**src/rtl/mitll_ndro_sched_pkg.sv**
```systemverilog
// Shared types and default parameters for the NDRO cell scheduler.
// Op encoding matches the rq_op bus; state values appear on dbg_state.
package mitll_ndro_sched_pkg;

   typedef enum logic [1:0] {
      OP_NOP   = 2'b00,
      OP_SET   = 2'b01,
      OP_RESET = 2'b10,
      OP_READ  = 2'b11
   } op_t;

   typedef enum logic [1:0] {
      S_IDLE  = 2'd0,
      S_RWAIT = 2'd1,
      S_RESP  = 2'd2
   } state_t;

   localparam int DEF_NCELL    = 4;
   localparam int DEF_IDXW     = 2;
   localparam int DEF_CT_RS    = 2;
   localparam int DEF_CT_CR    = 2;
   localparam int DEF_READ_LAT = 4;

endpackage

```
**src/rtl/mitll_ndro_sched_if.sv**
```systemverilog
// Request/response bundle between two requesters and the NDRO scheduler.
// Handshake: a request on lane r transfers on a rising clk edge where
// rq_valid[r] & rq_ready[r]; rq_op/rq_idx must be stable while rq_valid[r]
// is high; rsp_valid is a one-cycle strobe with no backpressure.
interface mitll_ndro_sched_if #(
   parameter int IDXW = 2
);
   logic [1:0]           rq_valid;
   logic [1:0]           rq_ready;
   logic [1:0][1:0]      rq_op;
   logic [1:0][IDXW-1:0] rq_idx;
   logic                 rsp_valid;
   logic                 rsp_id;
   logic                 rsp_data;

   modport master (
      output rq_valid, rq_op, rq_idx,
      input  rq_ready, rsp_valid, rsp_id, rsp_data
   );

   modport slave (
      input  rq_valid, rq_op, rq_idx,
      output rq_ready, rsp_valid, rsp_id, rsp_data
   );
endinterface

```
**src/rtl/mitll_ndro_cell_track.sv**
```systemverilog
// Per-cell bookkeeping: shadow state, timing guards, toggle-encoded pulse
// lines and detection of output toggles that no read explains.
module mitll_ndro_cell_track #(
   parameter int CT_RS = 2,
   parameter int CT_CR = 2
) (
   input  logic clk,
   input  logic reset,
   input  logic do_set,
   input  logic do_reset,
   input  logic do_read,
   input  logic rd_inflight,
   input  logic out_lvl,
   output logic st,
   output logic set_block,
   output logic reset_block,
   output logic set_lvl,
   output logic reset_lvl,
   output logic clk_lvl,
   output logic stray
);
   localparam int RSW = (CT_RS > 0) ? $clog2(CT_RS + 1) : 1;
   localparam int CRW = (CT_CR > 0) ? $clog2(CT_CR + 1) : 1;

   logic [RSW-1:0] rs_cnt;
   logic [CRW-1:0] cr_cnt;
   logic           out_q;

   always_ff @(posedge clk or negedge reset) begin
      if (!reset) begin
         st        <= 1'b0;
         set_lvl   <= 1'b0;
         reset_lvl <= 1'b0;
         clk_lvl   <= 1'b0;
         rs_cnt    <= '0;
         cr_cnt    <= '0;
         out_q     <= 1'b0;
      end else begin
         if (do_set) begin
            st      <= 1'b1;
            set_lvl <= ~set_lvl;
         end
         if (do_reset) begin
            st        <= 1'b0;
            reset_lvl <= ~reset_lvl;
         end
         if (do_read) clk_lvl <= ~clk_lvl;

         // A RESET re-arms the guard even when the cell already holds 0.
         if (do_reset)          rs_cnt <= RSW'(CT_RS);
         else if (rs_cnt != '0) rs_cnt <= rs_cnt - RSW'(1);

         if (do_read && st)     cr_cnt <= CRW'(CT_CR);
         else if (cr_cnt != '0) cr_cnt <= cr_cnt - CRW'(1);

         out_q <= out_lvl;
      end
   end

   assign set_block   = (rs_cnt != '0);
   assign reset_block = (cr_cnt != '0);
   assign stray       = (out_lvl != out_q) && !rd_inflight;

endmodule

```
**src/rtl/mitll_ndro_sched.sv**
```systemverilog
// Two-requester scheduler for a bank of NDRO cells: round-robin arbitration,
// read sequencing FSM, response generation and sticky error reporting.
module mitll_ndro_sched
   import mitll_ndro_sched_pkg::*;
#(
   parameter int NCELL    = DEF_NCELL,
   parameter int IDXW     = DEF_IDXW,
   parameter int CT_RS    = DEF_CT_RS,
   parameter int CT_CR    = DEF_CT_CR,
   parameter int READ_LAT = DEF_READ_LAT
) (
   input  logic              clk,
   input  logic              reset,
   mitll_ndro_sched_if.slave rq,
   output logic [NCELL-1:0]  ndro_set,
   output logic [NCELL-1:0]  ndro_reset,
   output logic [NCELL-1:0]  ndro_clk,
   input  logic [NCELL-1:0]  ndro_out,
   output logic              err,
   output logic [1:0]        dbg_state
);
   localparam int LW = (READ_LAT > 0) ? $clog2(READ_LAT + 1) : 1;

   state_t            state;
   logic [LW-1:0]     lat_cnt;
   logic [IDXW-1:0]   rd_idx;
   logic              rd_id;
   logic              rd_latch;
   logic              rr_ptr;

   logic [NCELL-1:0]  st_vec, set_blk, rst_blk, stray, rd_inflight;
   logic [NCELL-1:0]  do_set, do_reset, do_read;
   logic [1:0]        elig, grant;
   logic              win, go, rd_bit;
   op_t               acc_op;
   logic [IDXW-1:0]   acc_idx;

   always_comb begin
      elig = 2'b00;
      for (int r = 0; r < 2; r++) begin
         elig[r] = rq.rq_valid[r] && (state == S_IDLE)
                   && !((op_t'(rq.rq_op[r]) == OP_SET)   && set_blk[rq.rq_idx[r]])
                   && !((op_t'(rq.rq_op[r]) == OP_RESET) && rst_blk[rq.rq_idx[r]]);
      end
      // rr_ptr names the requester preferred when both are eligible.
      win     = (elig == 2'b11) ? rr_ptr : elig[1];
      go      = |elig;
      grant   = go ? (2'b01 << win) : 2'b00;
      acc_op  = op_t'(rq.rq_op[win]);
      acc_idx = rq.rq_idx[win];
   end

   assign rq.rq_ready = reset ? grant : 2'b00;
   assign rd_bit      = ndro_out[rd_idx] ^ rd_latch;
   assign dbg_state   = state;

   for (genvar i = 0; i < NCELL; i++) begin : g_cell
      assign do_set[i]      = go && (acc_op == OP_SET)   && (acc_idx == IDXW'(i));
      assign do_reset[i]    = go && (acc_op == OP_RESET) && (acc_idx == IDXW'(i));
      assign do_read[i]     = go && (acc_op == OP_READ)  && (acc_idx == IDXW'(i));
      assign rd_inflight[i] = (state == S_RWAIT) && (rd_idx == IDXW'(i));

      mitll_ndro_cell_track #(
         .CT_RS (CT_RS),
         .CT_CR (CT_CR)
      ) u_cell (
         .clk         (clk),
         .reset       (reset),
         .do_set      (do_set[i]),
         .do_reset    (do_reset[i]),
         .do_read     (do_read[i]),
         .rd_inflight (rd_inflight[i]),
         .out_lvl     (ndro_out[i]),
         .st          (st_vec[i]),
         .set_block   (set_blk[i]),
         .reset_block (rst_blk[i]),
         .set_lvl     (ndro_set[i]),
         .reset_lvl   (ndro_reset[i]),
         .clk_lvl     (ndro_clk[i]),
         .stray       (stray[i])
      );
   end

   always_ff @(posedge clk or negedge reset) begin
      if (!reset) begin
         state        <= S_IDLE;
         lat_cnt      <= '0;
         rd_idx       <= '0;
         rd_id        <= 1'b0;
         rd_latch     <= 1'b0;
         rr_ptr       <= 1'b0;
         rq.rsp_valid <= 1'b0;
         rq.rsp_id    <= 1'b0;
         rq.rsp_data  <= 1'b0;
         err          <= 1'b0;
      end else begin
         rq.rsp_valid <= 1'b0;
         rq.rsp_data  <= 1'b0;
         if (|stray) err <= 1'b1;

         case (state)
            S_IDLE: begin
               if (go) begin
                  rr_ptr <= ~win;
                  if (acc_op == OP_READ) begin
                     // Reference level for the output-toggle comparison at sample time.
                     state    <= S_RWAIT;
                     lat_cnt  <= LW'(READ_LAT);
                     rd_idx   <= acc_idx;
                     rd_id    <= win;
                     rd_latch <= ndro_out[acc_idx];
                  end else if (acc_op != OP_NOP) begin
                     rq.rsp_valid <= 1'b1;
                     rq.rsp_id    <= win;
                  end
               end
            end
            S_RWAIT: begin
               if (lat_cnt == '0) begin
                  state        <= S_RESP;
                  rq.rsp_valid <= 1'b1;
                  rq.rsp_id    <= rd_id;
                  rq.rsp_data  <= rd_bit;
                  if (rd_bit != st_vec[rd_idx]) err <= 1'b1;
               end else begin
                  lat_cnt <= lat_cnt - LW'(1);
               end
            end
            S_RESP:  state <= S_IDLE;
            default: state <= S_IDLE;
         endcase
      end
   end

endmodule

```
**src/flat_wrapper.sv**
```systemverilog
// flat-port wrapper written by rule: the top's interface ports become plain ports
module mitll_ndro_sched_flat import mitll_ndro_sched_pkg::*;
#(
   parameter int NCELL    = DEF_NCELL,
   parameter int IDXW     = DEF_IDXW,
   parameter int CT_RS    = DEF_CT_RS,
   parameter int CT_CR    = DEF_CT_CR,
   parameter int READ_LAT = DEF_READ_LAT
)
  (clk, reset, ndro_set, ndro_reset, ndro_clk, ndro_out, err, dbg_state, rq_rq_valid, rq_rq_op, rq_rq_idx, rq_rq_ready, rq_rsp_valid, rq_rsp_id, rq_rsp_data);
  mitll_ndro_sched_if #(.IDXW(IDXW)) rq_i ();
  input  logic clk;
  input  logic reset;
  output logic [NCELL-1:0] ndro_set;
  output logic [NCELL-1:0] ndro_reset;
  output logic [NCELL-1:0] ndro_clk;
  input  logic [NCELL-1:0] ndro_out;
  output logic err;
  output logic [1:0] dbg_state;
  input wire logic [$bits(rq_i.rq_valid)-1:0] rq_rq_valid;
  input wire logic [$bits(rq_i.rq_op)-1:0] rq_rq_op;
  input wire logic [$bits(rq_i.rq_idx)-1:0] rq_rq_idx;
  output wire logic [$bits(rq_i.rq_ready)-1:0] rq_rq_ready;
  output wire logic [$bits(rq_i.rsp_valid)-1:0] rq_rsp_valid;
  output wire logic [$bits(rq_i.rsp_id)-1:0] rq_rsp_id;
  output wire logic [$bits(rq_i.rsp_data)-1:0] rq_rsp_data;
  assign rq_i.rq_valid = rq_rq_valid;
  assign rq_i.rq_op = rq_rq_op;
  assign rq_i.rq_idx = rq_rq_idx;
  assign rq_rq_ready = rq_i.rq_ready;
  assign rq_rsp_valid = rq_i.rsp_valid;
  assign rq_rsp_id = rq_i.rsp_id;
  assign rq_rsp_data = rq_i.rsp_data;
  mitll_ndro_sched #(.NCELL(NCELL), .IDXW(IDXW), .CT_RS(CT_RS), .CT_CR(CT_CR), .READ_LAT(READ_LAT)) u_core (.clk(clk), .reset(reset), .rq(rq_i), .ndro_set(ndro_set), .ndro_reset(ndro_reset), .ndro_clk(ndro_clk), .ndro_out(ndro_out), .err(err), .dbg_state(dbg_state));
endmodule
```
**config.mk**
```make
export PLATFORM = sky130hd
export DESIGN_NAME = mitll_ndro_sched_flat
export DESIGN_NICKNAME = d
export VERILOG_FILES = /design/src/rtl/mitll_ndro_sched_pkg.sv /design/src/rtl/mitll_ndro_sched_if.sv /design/src/rtl/mitll_ndro_cell_track.sv /design/src/rtl/mitll_ndro_sched.sv /design/src/flat_wrapper.sv
export SDC_FILE = /design/constraint.sdc
export NUM_CORES = 1
export LEC_CHECK = 0
export BUFFER_PORTS_ARGS = -buffer_cell sky130_fd_sc_hd__buf_4
export CAP_MARGIN = 0
export CORE_AREA = 5 5 107 109
export CTS_CLUSTER_SIZE = 24
export DETAILED_ROUTE_END_ITERATION = 10
export DIE_AREA = 0 0 112 114
export GPL_ROUTABILITY_DRIVEN = 0
export PLACE_DENSITY_LB_ADDON = 0.12
export REMOVE_ABC_BUFFERS = 1
export SYNTH_ARGS = -nofsm -noshare
export SYNTH_HDL_FRONTEND = slang
export SYNTH_SLANG_ARGS = --single-unit
export TNS_END_PERCENT = 5
```
**constraint.sdc**
```tcl
create_clock -name clk -period 3.5 [get_ports clk]
set_input_delay 0.175 -clock clk [delete_from_list [all_inputs] [get_ports clk]]
set_output_delay 0.175 -clock clk [all_outputs]
set_load 0.01 [all_outputs]
```
==> impl_results.md <==
* Unique masters post-synth at 60
* Standard-cell rows at 38
* Initial core utilization at 28.90%
* Nature of the critical path startpoint: flip-flop
* Hold path start: ndro_out[0]
* CTS sink count at 50
* Max Transition Viols Final at 0
* # diodes at 0
* Flops & latches, synth at 50
* Antenna violations before repair at 0
* H-tree level count at 2
* Async set-reset flop share out of synthesis at between 90% and 100%
* Multi-input logic area at 0.001510 mm^2
* Cell area after technology mapping at 0.003037 mm^2
* Hold Vio Cnt, Final at 0
* Pre-Repair DR Iteration Count at 4
* # setup viols final at 0
* Avg Synthesized Cell Area at 10.44 um^2
* Seq. cell area at 0.001251 mm^2
* Dominant cell type by area after synthesis: sky130_fd_sc_hd__dfrtp_1
* Transition at the pin with the smallest max-transition slack at roughly 0.69 ns
* Worst reg2reg path startpoint: u_core.g_cell[0].u_cell.rs_cnt[0]
* Clock Latency Late Sink at 0.30 ns
* Wire length of the first global-routing pass at 12,430 um
* Maximum achievable frequency at 0.3073 GHz
* Outcome: completed
* Clock edge transition at the registers on the reported setup and hold paths at 0.09 ns
* Number of input and output port buffers inserted at 35
* Total number of vias at 2,148
* Area growth, synth to finish at 14.42%
* Global routing usage summed across all routing layers at 12.36%
* Max cap viols at 0
* Final critical-path required period at between 3 and 4 ns
* Max_slew headroom at 53.98%
* TritonCTS clock tree: yes
* Peak supply drop at 0.2749 mV
* Wirelength per Cell at roughly 16 um
* Number of buffers created by CTS at 5
* Number of global-route vias before repair at 2,301
* Required @ worst endpoint at 3.73 ns
* Sequential area share after synthesis at 41.20%
* Die Area at 0.01277 mm^2
* Ratio of cells with drive above 1 in the final layout at 24.14%
* Count of synthesis-stage warnings from yosys at 0
* CP Data Arrival Time at about 3.5 ns
* Leakage Power at ~0.0016 uW
* Largest net degree at the start of global routing at 52
* Die boundary height at 114 um
* Critical path capture point type: flip-flop
* Leading register cell type out of synthesis: sky130_fd_sc_hd__dfrtp_1
* Total congestion overflow after global routing at 0
* Critical Path Fanout Max at 8
* Class of the most critical setup path: reg -> reg
* Startpoint of the most critical setup path: u_core.g_cell[0].u_cell.rs_cnt[0]
* Longest Clk Path Bufs at 2
* Number of enable-type register cells in the synthesized netlist at 0
* Final worst-path cycle share at 92.97%
* Cell count after synthesis at 291
* Average vias per placed instance at 4.680
* Ratio of total power to cell area at about 800 mW/mm^2
* Antenna-violating nets left at 0
* Net total in the final layout at 350
* Sum of net half-perimeters after detailed placement at approximately 5600 um
* Layout fillers at 1,088
* Routed wire length at 7337 um
* 1st-iter DRT viols at 94
* Setup repair after global routing missed its margin: no
* Clock skew at approximately 0.0061 ns
* Worst-case hold slack at 0.01378 ns
* Die Span X at roughly 110 um
* Class of the worst hold path: in -> reg
* Clk Tree Root Cell: sky130_fd_sc_hd__clkbuf_8
* Utilization of the core after routing at 33.07%
* Post-route DRC at 0
* Placeable core region at 0.01051 mm^2
* IO Count at 36
* Cell types occupying the most area after synthesis: sky130_fd_sc_hd__dfrtp_1 41%, sky130_fd_sc_hd__ha_1 5.8%, sky130_fd_sc_hd__xnor2_1 4.6%
* Share of Yosys cell area claimed by the top area cell type at 41.20%
[per-layer routing]
metal  up-vias  global-route usage (%)  share of wire (%)
met4         0                   4.087                2.0
met3         8                   1.963                2.5
li1       1059                       -                  -
met2        33                   19.30                 46
met1      1048                   17.54                 49
met5         -                       0                  0
[cell usage in the layout, fill, tap and decap left out, drive strengths merged, types with 2 or more instances in the layout]
| master | netlist | final |
|---|---|---|
| dlygate4sd3 | 0 | 2 |
| xor2 | 10 | 10 |
| o211ai | 5 | 5 |
| nand2 | 25 | 25 |
| dfrtp | 50 | 50 |
| ha | 14 | 14 |
| inv | 34 | 34 |
| nand2b | 3 | 3 |
| nor3b | 2 | 2 |
| buf | 18 | 41 |
| nor3 | 5 | 5 |
| a21boi | 5 | 5 |
| nand3 | 6 | 6 |
| nor4 | 2 | 2 |
| o221ai | 4 | 4 |
| a21o | 2 | 2 |
| o21ai | 20 | 20 |
| a31oi | 7 | 7 |
| xnor2 | 16 | 16 |
| a21oi | 11 | 11 |
| nor2 | 4 | 4 |
| clkbuf | 3 | 6 |
| o22ai | 2 | 2 |
| nor2b | 2 | 2 |
| or2 | 5 | 5 |
| a211oi | 6 | 6 |
| mux2i | 7 | 7 |
| mux2 | 3 | 3 |
| nand4 | 2 | 2 |
| mux4 | 3 | 3 |
[worst paths after layout]
kind                                                     endpoint  slack (ns)  cells past startpoint
max in group asynchronous                        u_core.rq.rsp_id        2.58                      2
worst min-delay path                u_core.g_cell[0].u_cell.out_q        0.01                      1
worst min register to register  u_core.g_cell[2].u_cell.cr_cnt[0]        0.47                      1
worst max register to register                   u_core.rd_idx[0]        0.25                     14
worst max-delay path                             u_core.rd_idx[0]        0.25                     14
min in group asynchronous       u_core.g_cell[0].u_cell.reset_lvl        0.46                      2
[Yosys cell counts, types with 2 or more instances]
cell type and n:
sky130_fd_sc_hd__a211oi_1 3, sky130_fd_sc_hd__a211oi_4 3, sky130_fd_sc_hd__a21boi_0 2, sky130_fd_sc_hd__a21boi_1 3, sky130_fd_sc_hd__a21oi_1 11, sky130_fd_sc_hd__a31oi_1 7
sky130_fd_sc_hd__buf_2 2, sky130_fd_sc_hd__buf_4 13, sky130_fd_sc_hd__buf_6 3, sky130_fd_sc_hd__clkbuf_8 2, sky130_fd_sc_hd__dfrtp_1 50, sky130_fd_sc_hd__ha_1 14
sky130_fd_sc_hd__inv_1 34, sky130_fd_sc_hd__mux2_2 2, sky130_fd_sc_hd__mux2i_1 7, sky130_fd_sc_hd__mux4_2 3, sky130_fd_sc_hd__nand2_1 24, sky130_fd_sc_hd__nand2b_1 3
sky130_fd_sc_hd__nand3_1 5, sky130_fd_sc_hd__nand4_1 2, sky130_fd_sc_hd__nor2_1 4, sky130_fd_sc_hd__nor2b_1 2, sky130_fd_sc_hd__nor3_1 4, sky130_fd_sc_hd__nor4_4 2
sky130_fd_sc_hd__o211ai_1 4, sky130_fd_sc_hd__o21ai_0 9, sky130_fd_sc_hd__o21ai_1 5, sky130_fd_sc_hd__o21ai_2 6, sky130_fd_sc_hd__o221ai_1 3, sky130_fd_sc_hd__o22ai_1 2
sky130_fd_sc_hd__or2_1 4, sky130_fd_sc_hd__xnor2_1 16, sky130_fd_sc_hd__xor2_1 10
[cell families after synthesis]
group           Yosys count  synth area share (%)
compound gates           71                 17.59
xor+xnor                 26                 7.499
fa+ha+maj                14                 5.769
buf+inv                  55                 9.888
flops                    50                 41.20
mux                      13                 5.645
simple gates             62                 12.40
[timing repair]
action | CTS | global route
setup buffers | 0 | 0
endpoints found under the hold margin | 50 | 1
setup endpoints to repair | 0 | 5
hold buffers | 1 | 1
gates resized for setup | 0 | 3
[critical path, cell delays in order, from the launching register on]
cell and delay (ns):
sky130_fd_sc_hd__dfrtp_1 0.37, sky130_fd_sc_hd__inv_1 0.05, sky130_fd_sc_hd__ha_1 0.27, sky130_fd_sc_hd__mux4_2 0.49, sky130_fd_sc_hd__nor3b_2 0.22, sky130_fd_sc_hd__a311oi_2 0.07, sky130_fd_sc_hd__nand2_2 0.18, sky130_fd_sc_hd__mux2i_2 0.31
sky130_fd_sc_hd__inv_1 0.10, sky130_fd_sc_hd__ha_1 0.36, sky130_fd_sc_hd__buf_4 0.23, sky130_fd_sc_hd__inv_1 0.07, sky130_fd_sc_hd__a21o_1 0.23, sky130_fd_sc_hd__nor3_1 0.09, sky130_fd_sc_hd__a21oi_1 0.12
[final cells by class]
cell class                      instances  share of cell area (%)
Clock buffer                            6                   2.377
Inverter                               34                   3.673
Multi-Input combinational cell        186                   43.46
Sequential cell                        50                   36.01
Tap cell                              140                   5.041
Timing Repair Buffer                   43                   9.435
[registers in the layout, indices dropped and copies added, names as in the netlist]
name	flops
u_core.g_cell.u_cell.set_lvl	4
u_core.g_cell.u_cell.st	4
u_core.err	1
u_core.lat_cnt	3
u_core.rq.rsp_data	1
u_core.rq.rsp_valid	1
u_core.g_cell.u_cell.rs_cnt	8
u_core.g_cell.u_cell.clk_lvl	4
u_core.rq.rsp_id	1
u_core.g_cell.u_cell.out_q	4
u_core.rd_idx	2
u_core.g_cell.u_cell.reset_lvl	4
u_core.rr_ptr	1
u_core.g_cell.u_cell.cr_cnt	8
u_core.rd_latch	1
u_core.dbg_state	2
u_core.rd_id	1
[per-stage QoR]
stage | setup TNS (ns) | power [uW] | instances | setup WS (ns) | instance area, um^2
after detailed placement | 0 | 2457 | 451 | 0.2097 | 3353
after CTS | 0 | 2819 | 458 | 0.1760 | 3446
after global routing | 0 | 3068 | 459 | 0.001525 | 3475
after global placement | 0 | 2443 | 451 | 0.3226 | 3353
final | 0 | 2772 | 459 | 0.2461 | 3475
after floorplan | -2.165 | 1958 | 270 | -0.4388 | 2864
[where the power goes]
| group | internal, uW | total [uW] | switching [uW] |
|---|---|---|---|
| clock network | 153 | 342 | 189 |
| registers | 845 | 1040 | 193 |
| logic | 651 | 1390 | 740 |
Power figures use the tool's default switching activity.
